===== config.mk =====
export PLATFORM = sky130hd
export DESIGN_NAME = uart_tx_frame_ctrl_flat
export DESIGN_NICKNAME = d
export VERILOG_FILES = /design/src/rtl/uart_tx_frame_ctrl_if.sv /design/src/rtl/uart_tx_frame_ctrl.sv /design/src/flat_wrapper.sv
export SDC_FILE = /design/constraint.sdc
export NUM_CORES = 1
export LEC_CHECK = 0
export ABC_AREA = 1
export BUFFER_PORTS_ARGS = -buffer_cell sky130_fd_sc_hd__buf_2
export CAP_MARGIN = 20
export CORE_MARGIN = 2
export CORE_UTILIZATION = 55
export CTS_BUF_LIST = sky130_fd_sc_hd__clkbuf_16
export CTS_CLUSTER_SIZE = 24
export DETAILED_ROUTE_END_ITERATION = 6
export HOLD_SLACK_MARGIN = 0.12
export PLACE_DENSITY = 0.72
export SKIP_LAST_GASP = 1
export SLEW_MARGIN = 20
export SYNTH_ARGS = -nofsm -noshare
export SYNTH_HDL_FRONTEND = slang
export SYNTH_SLANG_ARGS = --single-unit

===== constraint.sdc =====
create_clock -name clk_i -period 3.3 [get_ports clk_i]
set_clock_uncertainty 0.1 [all_clocks]
set_input_delay 0.33 -clock clk_i [delete_from_list [all_inputs] [get_ports clk_i]]
set_output_delay 0.33 -clock clk_i [all_outputs]
set_load 0.03 [all_outputs]

===== src/rtl/uart_tx_frame_ctrl_if.sv =====
// Byte handshake, frame configuration and serial-line status between the TX FIFO/CPU side
// and the UART frame controller.
interface uart_tx_frame_ctrl_if;
  logic       tx_valid_i;
  logic [7:0] tx_data_i;
  logic [3:0] bit_used_i;
  logic       parity_odd_i;
  logic       tx_ready_o;
  logic       tx_o;
  logic       busy_o;
  logic [3:0] bit_cnt_o;
  logic       done_o;

  modport slave (
    input  tx_valid_i, tx_data_i, bit_used_i, parity_odd_i,
    output tx_ready_o, tx_o, busy_o, bit_cnt_o, done_o
  );

  modport master (
    output tx_valid_i, tx_data_i, bit_used_i, parity_odd_i,
    input  tx_ready_o, tx_o, busy_o, bit_cnt_o, done_o
  );
endinterface


===== src/rtl/uart_tx_frame_ctrl.sv =====
// UART transmit frame sequencer: start, 8 data bits LSB-first, optional parity, stop,
// with an internal baud divider and a valid/ready byte intake.
module uart_tx_frame_ctrl #(
  parameter int unsigned CLK_DIV = 434
) (
  input logic                  clk_i,
  input logic                  rst_i,
  uart_tx_frame_ctrl_if.slave  bus
);

  typedef enum logic [2:0] {IDLE, START, DATA, PARITY, STOP} state_t;

  localparam logic [15:0] BAUD_LAST = 16'(CLK_DIV - 1);

  state_t      state, state_n;
  logic [15:0] baud, baud_n;
  logic [3:0]  bit_cnt, bit_cnt_n;
  logic [7:0]  shift, shift_n;
  logic        par_en, par_en_n;
  logic        par_bit, par_bit_n;
  logic        done, done_n;
  logic        tick;
  logic        tx_line;

  assign tick = (baud == BAUD_LAST);

  always_ff @(posedge clk_i) begin
    if (rst_i) begin
      state   <= IDLE;
      baud    <= '0;
      bit_cnt <= '0;
      shift   <= '0;
      par_en  <= 1'b0;
      par_bit <= 1'b0;
      done    <= 1'b0;
    end else begin
      state   <= state_n;
      baud    <= baud_n;
      bit_cnt <= bit_cnt_n;
      shift   <= shift_n;
      par_en  <= par_en_n;
      par_bit <= par_bit_n;
      done    <= done_n;
    end
  end

  always_comb begin
    state_n   = state;
    baud_n    = baud;
    bit_cnt_n = bit_cnt;
    shift_n   = shift;
    par_en_n  = par_en;
    par_bit_n = par_bit;
    done_n    = 1'b0;
    if (state == IDLE) begin
      if (bus.tx_valid_i) begin
        state_n   = START;
        baud_n    = '0;
        bit_cnt_n = '0;
        shift_n   = bus.tx_data_i;
        par_en_n  = (bus.bit_used_i == 4'd9);
        // Parity is fixed at accept time because the shift register is consumed during DATA.
        par_bit_n = (^bus.tx_data_i) ^ bus.parity_odd_i;
      end
    end else if (tick) begin
      baud_n    = '0;
      bit_cnt_n = bit_cnt + 4'd1;
      case (state)
        START:  state_n = DATA;
        DATA: begin
          shift_n = shift >> 1;
          if (bit_cnt == 4'd8) state_n = par_en ? PARITY : STOP;
        end
        PARITY: state_n = STOP;
        STOP: begin
          state_n = IDLE;
          done_n  = 1'b1;
        end
        default: state_n = IDLE;
      endcase
    end else begin
      baud_n = baud + 16'd1;
    end
  end

  always_comb begin
    tx_line = 1'b1;
    case (state)
      START:   tx_line = 1'b0;
      DATA:    tx_line = shift[0];
      PARITY:  tx_line = par_bit;
      default: tx_line = 1'b1;
    endcase
  end

  assign bus.tx_o       = tx_line;
  assign bus.tx_ready_o = (state == IDLE);
  assign bus.busy_o     = (state != IDLE);
  assign bus.bit_cnt_o  = bit_cnt;
  assign bus.done_o     = done;

endmodule


===== src/flat_wrapper.sv =====
// flat-port wrapper written by rule: the top's interface ports become plain ports
module uart_tx_frame_ctrl_flat 
#(
  parameter int unsigned CLK_DIV = 434
)
  (clk_i, rst_i, bus_tx_valid_i, bus_tx_data_i, bus_bit_used_i, bus_parity_odd_i, bus_tx_ready_o, bus_tx_o, bus_busy_o, bus_bit_cnt_o, bus_done_o);
  uart_tx_frame_ctrl_if bus_i ();
  input logic clk_i;
  input logic rst_i;
  input wire logic [$bits(bus_i.tx_valid_i)-1:0] bus_tx_valid_i;
  input wire logic [$bits(bus_i.tx_data_i)-1:0] bus_tx_data_i;
  input wire logic [$bits(bus_i.bit_used_i)-1:0] bus_bit_used_i;
  input wire logic [$bits(bus_i.parity_odd_i)-1:0] bus_parity_odd_i;
  output wire logic [$bits(bus_i.tx_ready_o)-1:0] bus_tx_ready_o;
  output wire logic [$bits(bus_i.tx_o)-1:0] bus_tx_o;
  output wire logic [$bits(bus_i.busy_o)-1:0] bus_busy_o;
  output wire logic [$bits(bus_i.bit_cnt_o)-1:0] bus_bit_cnt_o;
  output wire logic [$bits(bus_i.done_o)-1:0] bus_done_o;
  assign bus_i.tx_valid_i = bus_tx_valid_i;
  assign bus_i.tx_data_i = bus_tx_data_i;
  assign bus_i.bit_used_i = bus_bit_used_i;
  assign bus_i.parity_odd_i = bus_parity_odd_i;
  assign bus_tx_ready_o = bus_i.tx_ready_o;
  assign bus_tx_o = bus_i.tx_o;
  assign bus_busy_o = bus_i.busy_o;
  assign bus_bit_cnt_o = bus_i.bit_cnt_o;
  assign bus_done_o = bus_i.done_o;
  uart_tx_frame_ctrl #(.CLK_DIV(CLK_DIV)) u_core (.clk_i(clk_i), .rst_i(rst_i), .bus(bus_i));
endmodule

* Yosys cells after proc, flatten, opt, wreduce, memory -nomap -nowiden
Index checks and enable logic that the tools add are counted.
Word-level totals: bits in registers 34, bits of input ports 16, output and inout bits 8, word-level logic and storage cells 48
Cells by class: add/subtract/negate cells 2, eq/ne operators 9, mux-type cells 18, bitwise operators 2, reductions and logical operators 10
Operators with widths (number):
- $mux W16 | 3
- $mux W8 | 4
- $add A16 B1 Y16 const B | 1
- $eq A16 B9 Y1 const B | 1
- $mux W3 | 5
- $mux W4 | 3
- $pmux W3 S3 | 1
- $eq A4 B4 Y1 const B | 2
- $reduce_xor A8 Y1 | 1
- $eq A3 B2 Y1 const B | 2
- $reduce_and A3 Y1 | 2
- $add A4 B1 Y4 const B | 1
- $reduce_and A2 Y1 | 2
- $reduce_bool A2 Y1 | 2
- $eq A3 B1 Y1 const B | 1
- $eq A3 B3 Y1 const B | 1
- $logic_not A3 Y1 | 1
- $ne A3 B2 Y1 const B | 1
- $pmux W1 S3 | 1
- $reduce_bool A3 Y1 | 1
- $reduce_or A3 Y1 | 1
- $ne A2 B2 Y1 const B | 1
- $mux W1 | 1
- $not A1 Y1 | 1
- $xor A1 B1 Y1 | 1

* Depth between registers and ports, before layout
Gate-level depths: netlist (run 1).
depth in word-level cells 5, gate-level depth with buffers 11, mapped depth without buffers 11

* Least setup slack after synthesis (run 1)
OpenSTA, ideal clock, no wires.
path kind register to output, from register u_core.state[1], to output bus_tx_o, data arrival time 1.713 ns, data required time 2.870 ns, slack 1.157 ns, stages on the path, launching flop included 3, buffers on the path 0, cells stage by stage dfxtp_1 > inv_2 > o311ai_0
Between the ends: word-level cells in the longest chain between the ends 2, elaborated cells between the ends (all ways) 4, those cells by class 3 x eq/ne; 1 x mux
RTL lines:
- from (decl) | RTL line uart_tx_frame_ctrl.sv:15 | state_t state, state_n;
- from (signal assigned) | RTL line uart_tx_frame_ctrl.sv:37 | state <= state_n;
- $eq A3 B2 Y1 / $eq A3 B1 Y1 (equally long branches) | RTL line uart_tx_frame_ctrl.sv:88 | case (state)
- $pmux W1 S3 (*) | RTL line uart_tx_frame_ctrl.sv:88
- to (decl) | RTL line flat_wrapper.sv:15 | output wire logic [$bits(bus_i.tx_o)-1:0] bus_tx_o;
Mark *: on every way between the ends. The rest lies on a longest branch, timed or not.

* Final worst setup path (run 1)
from register u_core.state[2], to register u_core.shift[1]
Between the ends: word-level cells in the longest chain between the ends 3, elaborated cells between the ends (all ways) 7, those cells by class 2 x eq/ne; 1 x mux; 4 x reduce/logical
RTL lines:
- $eq A3 B2 Y1 / $logic_not A3 Y1 (equally long branches) | RTL line uart_tx_frame_ctrl.sv:68, uart_tx_frame_ctrl.sv:55
- $reduce_bool A2 Y1 (no source line) / $ne A2 B2 Y1 (equally long branches)
- $reduce_and A3 Y1 (no source line)
- to (signal assigned) | RTL line uart_tx_frame_ctrl.sv:40 | shift <= shift_n;
- to (decl) | RTL line uart_tx_frame_ctrl.sv:18 | logic [7:0] shift, shift_n;
Several ways; a longest one is shown, not always the timed one. A chain may end at the register's enable or synchronous reset.

==> flow_metrics.tcl, run 1 <==
set metrics [dict create \
    synth_nets 348 \
    synth.top_cell.area_share 0.308 \
    p_total_mw 1.78 \
    filler_cell_count 364 \
    grt_pass1_vias 1692 \
    final_cell_mix "nand2_1, inv_1, dfxtp_1, nand3_1, buf_2" \
    avgSynthCellArea_um2 6.73 \
    clockRootBuffer "clkbuf_16" \
    power_density_mw_per_mm2 720 \
    syn-cell-area_mm2 0.00221 \
    cp_max_fo 23 \
    wl_met3_um 141 \
    crit_chain "nor2_4 -> nand2_8 -> nor2_4 -> inv_2 -> nand3_4 -> inv_4 -> nor2_2 -> nor2_2" \
    crit_type "flip-flop to flip-flop" \
    crit_family "simple AND/OR/NAND/NOR gates" \
    routed_via_density 5.06 \
    synth_top_cell_by_area "dfxtp_1" \
    grt.overflow.total 0 \
    synthToLayoutAreaGrowth_pct 11.8 \
    wirelength_met1_um 2320 \
    grt_max_degree 24 \
    maxUsedRoutingLayer "met4" \
    synthSimpleGateAreaFrac 0.418 \
    hpwl_um 3470 \
    setup_viol 0 \
    leakagePower_nw 1.08 \
    yosysSeqAreaShare 0.308 \
    grt_pass1_wl_um 7610 \
    tritoncts "yes" \
    core_mm2 0.00394 \
    worstSetupEndpointType "flip-flop" \
    cts-htree-levels 2 \
    final_cells 401 \
    slew_headroom 0.653 \
    ant_nets 0 \
    clockBufferDepth 2 \
    synth_compound_area_frac 0.111 \
    final_common_cell "nand2_1" \
    min_path_type "primary input to flip-flop" \
    fin_nets 371 \
    post_drt_wl_per_cell_um 11.5 \
    outcome "finished clean" \
    synthXorXnorAreaFrac 0.0357 \
    critPathMaxStageDelay_ps 410 \
    io_buffers 23 \
    cap_violations 0 \
    ir_drop_uv 504 \
    seq_area_um2 681 \
    cp.required_ps 3360 \
    dp_cells 394 \
    cp-start-kind "flip-flop" \
    synthCells 328 \
    fmax_ghz 0.488 \
    grt_antenna_before_repair 0 \
    layout-drive-gt1-share 0.208 \
    critical_path_buf_inv_count 2 \
    yosys_warnings 0 \
    worst_pin_slew_ps 520 \
    cts.repair.resized 0 \
    cts_buffers 5 \
    die_w_um 67.4 \
    place_congestion 0.863 \
    synthAdderAreaFrac 0.0227 \
    antennaDiodeCount 0 \
    synthMuxAreaShare 0 \
    min_period_ps 2050 \
    cpMaxStageDelayCell "nor2_4" \
    cts_hold_buf 0 \
    rows 23 \
    rsz0062_at_grt "false" \
    die_h_um 67.4 \
    wl_met2_um 2080 \
    vias 2029 \
    crit_arrival_ps 2110 \
    postCtsSetupRepairBufs 0 \
    wirelength_um 4590 \
    whs_ps 245 \
    postSynthRegisterBits 34 \
    synth.area.top_cells "dfxtp_1, nand2_1, inv_1, nand3_1, nor2_2" \
    firstDrtPassIters 4 \
    initialDrtViolationCount 98 \
    initial_core_util 0.560 \
    die-area_mm2 0.00454 \
    finalMaxSlewViolations 0 \
    clkTransAtPathRegs_ps 50 \
    finalCritPeriodShare 0.621 \
    drcViolationCount 0 \
    ys_types 38 \
    hold_viol_final 0 \
    grt_usage 0.220 \
    synth_top_family_by_area "simple AND/OR/NAND/NOR gates" \
    cts_sinks 34 \
    multi_input_area_mm2 0.00130 \
    ios 24 \
    finalSetupTns_ps 0 \
    clk_latency_ps 270 \
]
-- cell type report --
class | instances | share of cell area
Inverter | 47 | 0.0735
Timing Repair Buffer | 23 | 0.0466
Clock inverter | 2 | 0.00304
Sequential cell | 34 | 0.276
Clock buffer | 5 | 0.0507
Tap cell | 50 | 0.0253
Multi-Input combinational cell | 240 | 0.525
-- final timing paths --
kind                            slack, ps         endpoint        startpoint  cells after the start
worst max-delay path                 1250  u_core.shift[1]   u_core.state[2]                      8
worst min-delay path                  240  u_core.shift[7]  bus_tx_data_i[7]                      3
worst max register to register       1250  u_core.shift[1]   u_core.state[2]                      8
worst min register to register        380  u_core.shift[6]   u_core.shift[6]                      2
-- cells by family after synthesis --
family	Yosys count
AOI/OAI and AO/OA	43
xor gates and xnor gates	9
adders and majority gates	4
buffers and inverters	54
DFF	34
and+or+nand+nor	184
-- registers in the layout (all words and copies together), names as in the netlist --
name	count
u_core.par_bit	1
u_core.par_en	1
u_core.state	3
u_core.shift	8
u_core.bus.done_o	1
u_core.bus.bit_cnt_o	4
u_core.baud	16
-- power by group --
group          internal [mW]  switching (mW)  total (mW)
clock network          0.269           0.156       0.425
registers              0.474          0.0565       0.531
logic                  0.252           0.569       0.821
total                  0.996           0.781        1.78
-- per-layer routing --
metal,vias up,track usage
li1,1082,-
met1,914,0.299
met2,26,0.360
met3,7,0.0350
met4,0,0.0612
met5,-,0
-- through the flow --
| step | setup slack [ps] | cell area [um^2] | util |
|---|---|---|---|
| after floorplan | 1160 | 2210 | - |
| after global placement | 1340 | 2340 | 0.593 |
| after detailed placement | 1290 | 2340 | 0.593 |
| after CTS | 1250 | 2470 | 0.626 |
| after global routing | 1060 | 2470 | 0.626 |
| final | 1250 | 2470 | 0.626 |
-- cells in the mapped netlist --
library cell  number
clkbuf_1           2
a31oi_1            1
o311ai_0           1
o211ai_1           2
nand2_1           90
xnor2_1            3
nand2_4            3
a211oi_1           1
ha_1               4
o21a_1             1
nor2_4             4
o21ai_0            9
buf_6              1
inv_2              5
inv_4              2
o21ai_1            3
nor3_2             1
buf_4              1
buf_1              1
a21oi_1           21
o22ai_1            1
nand3_4            2
xor2_1             6
nor3_1             3
nand2_2            5
nand3_1           30
buf_8              1
inv_1             40
nand3_2            1
nand2_8            2
dfxtp_1           34
nor2_2            18
o21bai_1           1
nor2_1            22
a31oi_2            1
a21oi_2            1
nand4_1            3
buf_2              1
-- worst register-to-register path: stages (launching register included) --
cell and delay (ps):
dfxtp_1 360, nor2_4 370, nand2_8 230, nor2_4 410, inv_2 130, nand3_4 120, inv_4 70, nor2_2 110
nor2_2 40
Note: power is estimated with default switching activity, not from simulation.
==> inputs of run 2 (changes only) <==
CORE_UTILIZATION = 53   (was 55)
PLACE_DENSITY = 0.73   (was 0.72)
clock period = 1.79 ns   (was 3.3 ns; I/O delays follow)
==> run 2 against run 1 <==
  * Global-route usage rose by 1.1 points
  * Sequential power grew 81%
  * Critical path depth decreased by 3
  * Design area increased by 2.0%
  * Non-clock buffer count up 6
  * Flip-flop and latch count is the same
  * Hold slack worse by 110 ps
  * Combinational power up 96%
  * Worst setup slack got worse by 1100 ps
  * Core utilization grew 0.35 points
  * First-iteration DRC count up 16%
  * Via count increased by 0.69%
==> flow_metrics.tcl, run 2 (same netlist as run 1, synthesis figures left out) <==
set metrics [dict create \
    placed_area_mm2 0.00237 \
    regMostFlops "u_core.baud" \
    holdPathStages 3 \
    place_congestion 0.886 \
    clk_latency_ps 280 \
    finalInstanceArea_mm2 0.00252 \
    dp_cells 399 \
    p_total_mw 3.35 \
    filler_cell_count 351 \
    ir_drop_uv 837 \
    worst_pin_slew_ps 505 \
    cts_buffers 5 \
    worstSetupEndpointType "output port" \
    min_period_ps 1690 \
    critPathMaxStageDelay_ps 370 \
    io_buffers 23 \
    vias 2043 \
    die-area_mm2 0.00470 \
    post_drt_wl_per_cell_um 11.7 \
    grt_antenna_before_repair 0 \
    crit_arrival_ps 1410 \
    rsz0062_at_grt "false" \
    clkPwrFrac 0.233 \
    wl_met2_um 2030 \
    finalCritPeriodShare 0.943 \
    cp.required_ps 1510 \
    initial_core_util 0.552 \
    routed_via_density 5.03 \
    ios 24 \
    synthToLayoutAreaGrowth_pct 14.1 \
    cp_max_fo 10 \
    layout-drive-gt1-share 0.219 \
    cts_sinks 34 \
    largest_register_ffs 16 \
    r2r_cells 9 \
    outcome "finished clean" \
    wirelength_um 4760 \
    rows 23 \
    grt_max_degree 20 \
    drcViolationCount 0 \
    power.switching_mw 1.44 \
    clockBufferDepth 2 \
    min_path_type "primary input to flip-flop" \
    postCtsSetupRepairBufs 0 \
    finalMaxSlewViolations 0 \
    ant_nets 0 \
    p_int_mw 1.91 \
    clockRootBuffer "clkbuf_16" \
    finalSetupTns_ps 0 \
    hold_viol_final 0 \
    firstDrtPassIters 5 \
    tritoncts "yes" \
    antennaDiodeCount 0 \
    final_common_cell "nand2_1" \
    clkTransAtPathRegs_ps 50 \
    core_mm2 0.00400 \
    crit_chain "nor2_4 -> buf_6 -> nand3_1 -> o311ai_1 -> buf_4" \
    cpMaxStageDelayCell "dfxtp_1" \
    wl_met3_um 265 \
    hpwl_um 3510 \
    die_h_um 68.6 \
    fin_nets 377 \
    p_sw_frac 0.430 \
    leakagePower_nw 1.10 \
    final_cells 406 \
    crit_type "flip-flop to output port" \
    cp-start-kind "flip-flop" \
    die_w_um 68.6 \
    grt_pass1_vias 1764 \
    slew_headroom 0.663 \
    power_frac_seq 0.287 \
    grt_pass1_wl_um 8010 \
    grt_usage 0.231 \
    power_density_mw_per_mm2 1330 \
    initialDrtViolationCount 114 \
    cap_violations 0 \
    wirelength_met1_um 2410 \
    final_cell_mix "nand2_1, inv_1, dfxtp_1, nand3_1" \
    cts-htree-levels 2 \
    setup_viol 0 \
    power_frac_comb 0.480 \
    grt.overflow.total 0 \
    fmax_ghz 0.592 \
    seq_area_um2 681 \
    multi_input_area_mm2 0.00130 \
    maxUsedRoutingLayer "met4" \
]
==> run 2: power groups by stage <==
stage / Clock, mW / Combinational (mW) / Sequential, mW
floorplan: 0 / 1.32 / 0.972
global placement: 0 / 1.60 / 0.972
detailed placement: 0 / 1.60 / 0.974
CTS: 0.792 / 1.61 / 0.961
global route: 0.825 / 1.82 / 0.974
finish: 0.780 / 1.61 / 0.963
==> run 2: layout make-up <==
cell class / count / area share
clock buffer: 5 / 0.0497
multi-input combinational: 240 / 0.515
tap: 50 / 0.0248
sequential: 34 / 0.270
timing repair buffer: 29 / 0.0671
inverter: 47 / 0.0720
clock inverter: 1 / 0.00149
==> run 2: worst paths after layout <==
kind	end	from	slack (ps)
max	bus_tx_o	u_core.state[0]	100
min	u_core.par_en	bus_bit_used_i[0]	140
max reg2reg	u_core.baud[14]	u_core.baud[0]	200
min reg2reg	u_core.shift[7]	u_core.shift[7]	360
==> run 2: metrics by stage <==
stage / util / hold slack, ps / setup WS (ps)
after floorplan: - / 226 / 163
after global placement: 0.593 / 352 / 247
after detailed placement: 0.593 / 355 / 223
after CTS: 0.628 / 124 / 23.7
after global routing: 0.630 / 166 / 27.0
final: 0.630 / 136 / 101
==> run 2: timing repair <==
item                                    in CTS  in global routing
resized for setup                            0                  2
endpoints found under the hold margin        1                  0
endpoints found under the setup margin       0                  1
hold buffers                                 1                  0
==> run 2: metal layers <==
layer,GRT usage,up-vias
met3,0.0390,4
li1,-,1101
met2,0.350,46
met5,0,-
met1,0.323,892
met4,0.0975,0
==> run 2: critical path, delay by kind of cell, from the launching register on <==
kind,cells,cell delay (ps)
AOI/OAI and AO/OA,1,100
buffers and inverters,2,410
DFF,1,370
and+or+nand+nor,2,260
==> inputs of run 3 (changes only) <==
ABC_AREA = not set   (was 1)
CORE_UTILIZATION = 52   (was 53)
GPL_TIMING_DRIVEN = 0   (was not set)
PLACE_DENSITY = 0.72   (was 0.73)
==> run 3 against run 2 <==
  * Largest power group is now sequential cells
  * Hold slack worse by 3.2 ps
  * The run now ends with negative setup slack left
  * Maximum frequency is 9.8% lower
  * Die area is 5.9% lower
  * Global-route usage is 3.1 points higher
  * Total power is 38% lower
  * Core utilization is 12 points higher
==> flow_metrics.tcl, run 3 <==
set metrics [dict create \
    outcome "finished with violations" \
    violations "negative setup slack" \
    cp_max_fo 7 \
    hold_viol_final 0 \
    power_density_mw_per_mm2 743 \
    grt_usage 0.262 \
    clockBufferDepth 2 \
    crit_family "compound AO/OA/AOI/OAI gates" \
    ir_drop_uv 573 \
    r2r-start "u_core.baud[6]" \
    synth-edff-count 0 \
    yosys_warnings 0 \
    grt_max_degree 11 \
    ios 24 \
    synth.area.top_cells "dfxtp_1, a311oi_1, a21oi_1, nand2_1, mux2i_1" \
    cts-htree-levels 2 \
    finalMaxSlewViolations 0 \
    synth_commonest_cells "dfxtp_1, a21oi_1, nand2_1" \
    cpMaxStageDelayCell "dfxtp_4" \
    synth_top_cell_by_area "dfxtp_1" \
    clk_latency_ps 280 \
    worst_pin_slew_ps 632 \
    rows 22 \
    largest_register_ffs 16 \
    grt_pass1_vias 1804 \
    synth_most_common_cell "dfxtp_1" \
    postSynthRegisterBits 34 \
    crit_chain "nor4_4 -> buf_4 -> nand4_4 -> o21ai_4 -> buf_6 -> a21oi_2 -> a311oi_2" \
    clockRootBuffer "clkbuf_16" \
    die-area_mm2 0.00442 \
    synthToLayoutAreaGrowth_pct 37.0 \
    tritoncts "yes" \
    filler_cell_count 250 \
    antennaDiodeCount 0 \
    cp.required_ps 1870 \
    io_buffers 22 \
    wirelength_um 5750 \
    min_period_ps 1870 \
    initial_core_util 0.546 \
    regMostFlops "u_core.baud" \
    post_drt_wl_per_cell_um 17.3 \
    async_reset_ff_frac 0 \
    fmax_ghz 0.534 \
    die_w_um 66.5 \
    synth.top_cell.area_share 0.335 \
    worstSetupEndpointType "flip-flop" \
    final_common_cell "buf_2" \
    clkTransAtPathRegs_ps 50 \
    synth_nets 246 \
    cp-start-kind "flip-flop" \
    leakagePower_nw 1.07 \
    hpwl_um 3290 \
    critPathMaxStageDelay_ps 360 \
    finalSetupTns_ps -585 \
    ant_nets 0 \
    placed_area_mm2 0.00221 \
    holdPathStages 3 \
    place_congestion 0.849 \
    initialDrtViolationCount 164 \
    grt_pass1_wl_um 8670 \
    min-delay-start "bus_tx_valid_i" \
    yosysSeqAreaShare 0.335 \
    vias 2040 \
    setup_viol 14 \
    finalCritPeriodShare 1.05 \
    die_h_um 66.5 \
    syn-cell-area_mm2 0.00203 \
    crit_arrival_ps 1960 \
    ys_types 54 \
    regToRegSetupSlack_ps -80 \
    layout-drive-gt1-share 0.444 \
    synthCells 226 \
    slew_headroom 0.578 \
    min_path_type "primary input to flip-flop" \
    core_mm2 0.00372 \
    finalInstanceArea_mm2 0.00278 \
    final_cell_mix "buf_2, buf_4, dfxtp_1, nand2_1, a21oi_1" \
    drcViolationCount 0 \
    r2r_cells 7 \
    grt_antenna_before_repair 0 \
    firstDrtPassIters 5 \
    ys.flop_type "dfxtp_1" \
    routed_via_density 6.14 \
    rsz0062_at_grt "true" \
    crit_type "flip-flop to flip-flop" \
    r2r_end "u_core.shift[3]" \
    critical_path_buf_inv_count 2 \
    cap_violations 0 \
    cts_buffers 5 \
    fin_nets 303 \
    cts_sinks 34 \
    hold_path_end "u_core.shift[7]" \
    grt.overflow.total 0 \
    setup_ws_ps -83.1 \
    avgSynthCellArea_um2 8.99 \
    whs_ps 133 \
]
-- run 3: worst reg2reg max path, cell delays in order (launching register included) --
cell	delay [ps]
dfxtp_4	360
nor4_4	310
buf_4	170
nand4_4	110
o21ai_4	270
buf_6	190
a21oi_2	70
a311oi_2	200
-- run 3: how the worst max path moves through the flow --
stage,startpoint,end,slack [ps],cells past startpoint
finish,u_core.baud[6],u_core.shift[3],-80,7
global route,u_core.baud[1],u_core.baud[8],-130,7
CTS,u_core.baud[0],u_core.baud[10],-120,7
detailed placement,u_core.baud[0],u_core.baud[10],-190,7
global placement,u_core.baud[0],u_core.baud[10],-190,7
floorplan,u_core.baud[0],u_core.baud[10],9,7
-- run 3: cells by family (layout without fill, tap and decap cells) --
kind of cell | after synthesis | after routing | synth area share
compound gates | 63 | 63 | 0.226
xor+xnor | 7 | 7 | 0.0370
mux | 7 | 7 | 0.0345
fa+ha+maj | 4 | 4 | 0.0246
flops | 34 | 34 | 0.335
simple gates | 85 | 85 | 0.264
buf+inv | 26 | 84 | 0.0789
-- run 3: per-stage QoR --
| step | power, mW | utilization | setup slack [ps] | cells |
|---|---|---|---|---|
| after floorplan | 1.09 | - | 9.15 | 226 |
| after global placement | 1.17 | 0.594 | -187 | 296 |
| after detailed placement | 1.17 | 0.594 | -193 | 296 |
| after CTS | 2.01 | 0.672 | -125 | 319 |
| after global routing | 2.14 | 0.749 | -126 | 332 |
| final | 2.07 | 0.749 | -83.1 | 332 |
-- run 3: cell type report --
| type | count | area [um^2] | area share |
|---|---|---|---|
| timing repair buffer | 50 | 347 | 0.125 |
| tap | 48 | 60.1 | 0.0216 |
| clock buffer | 5 | 125 | 0.0450 |
| inverter | 7 | 28.8 | 0.0103 |
| buffer | 19 | 154 | 0.0553 |
| sequential | 34 | 709 | 0.255 |
| clock inverter | 3 | 11.3 | 0.00405 |
| multi-input combinational | 166 | 1350 | 0.484 |
-- run 3: where the power goes --
part	total [mW]	internal [mW]	switching (mW)
Clock	0.805	0.500	0.305
Combinational	0.450	0.200	0.250
Sequential	0.813	0.787	0.0258
Total	2.07	1.49	0.581
-- run 3: metal layers --
metal	global-route usage	vias up	routed length, um
met1	0.346	961	2500
met5	0	-	0
li1	-	967	-
met2	0.418	99	2760
met4	0.0944	0	80
met3	0.0591	13	406
-- run 3: repair_timing --
item | in CTS | in global routing
endpoints found under the hold margin | 2 | 0
gates cloned | 0 | 1
setup endpoints to repair | 25 | 27
buffers inserted | 12 | 12
resized for setup | 10 | 55
pin swaps | 8 | 35
hold buffers | 3 | 0
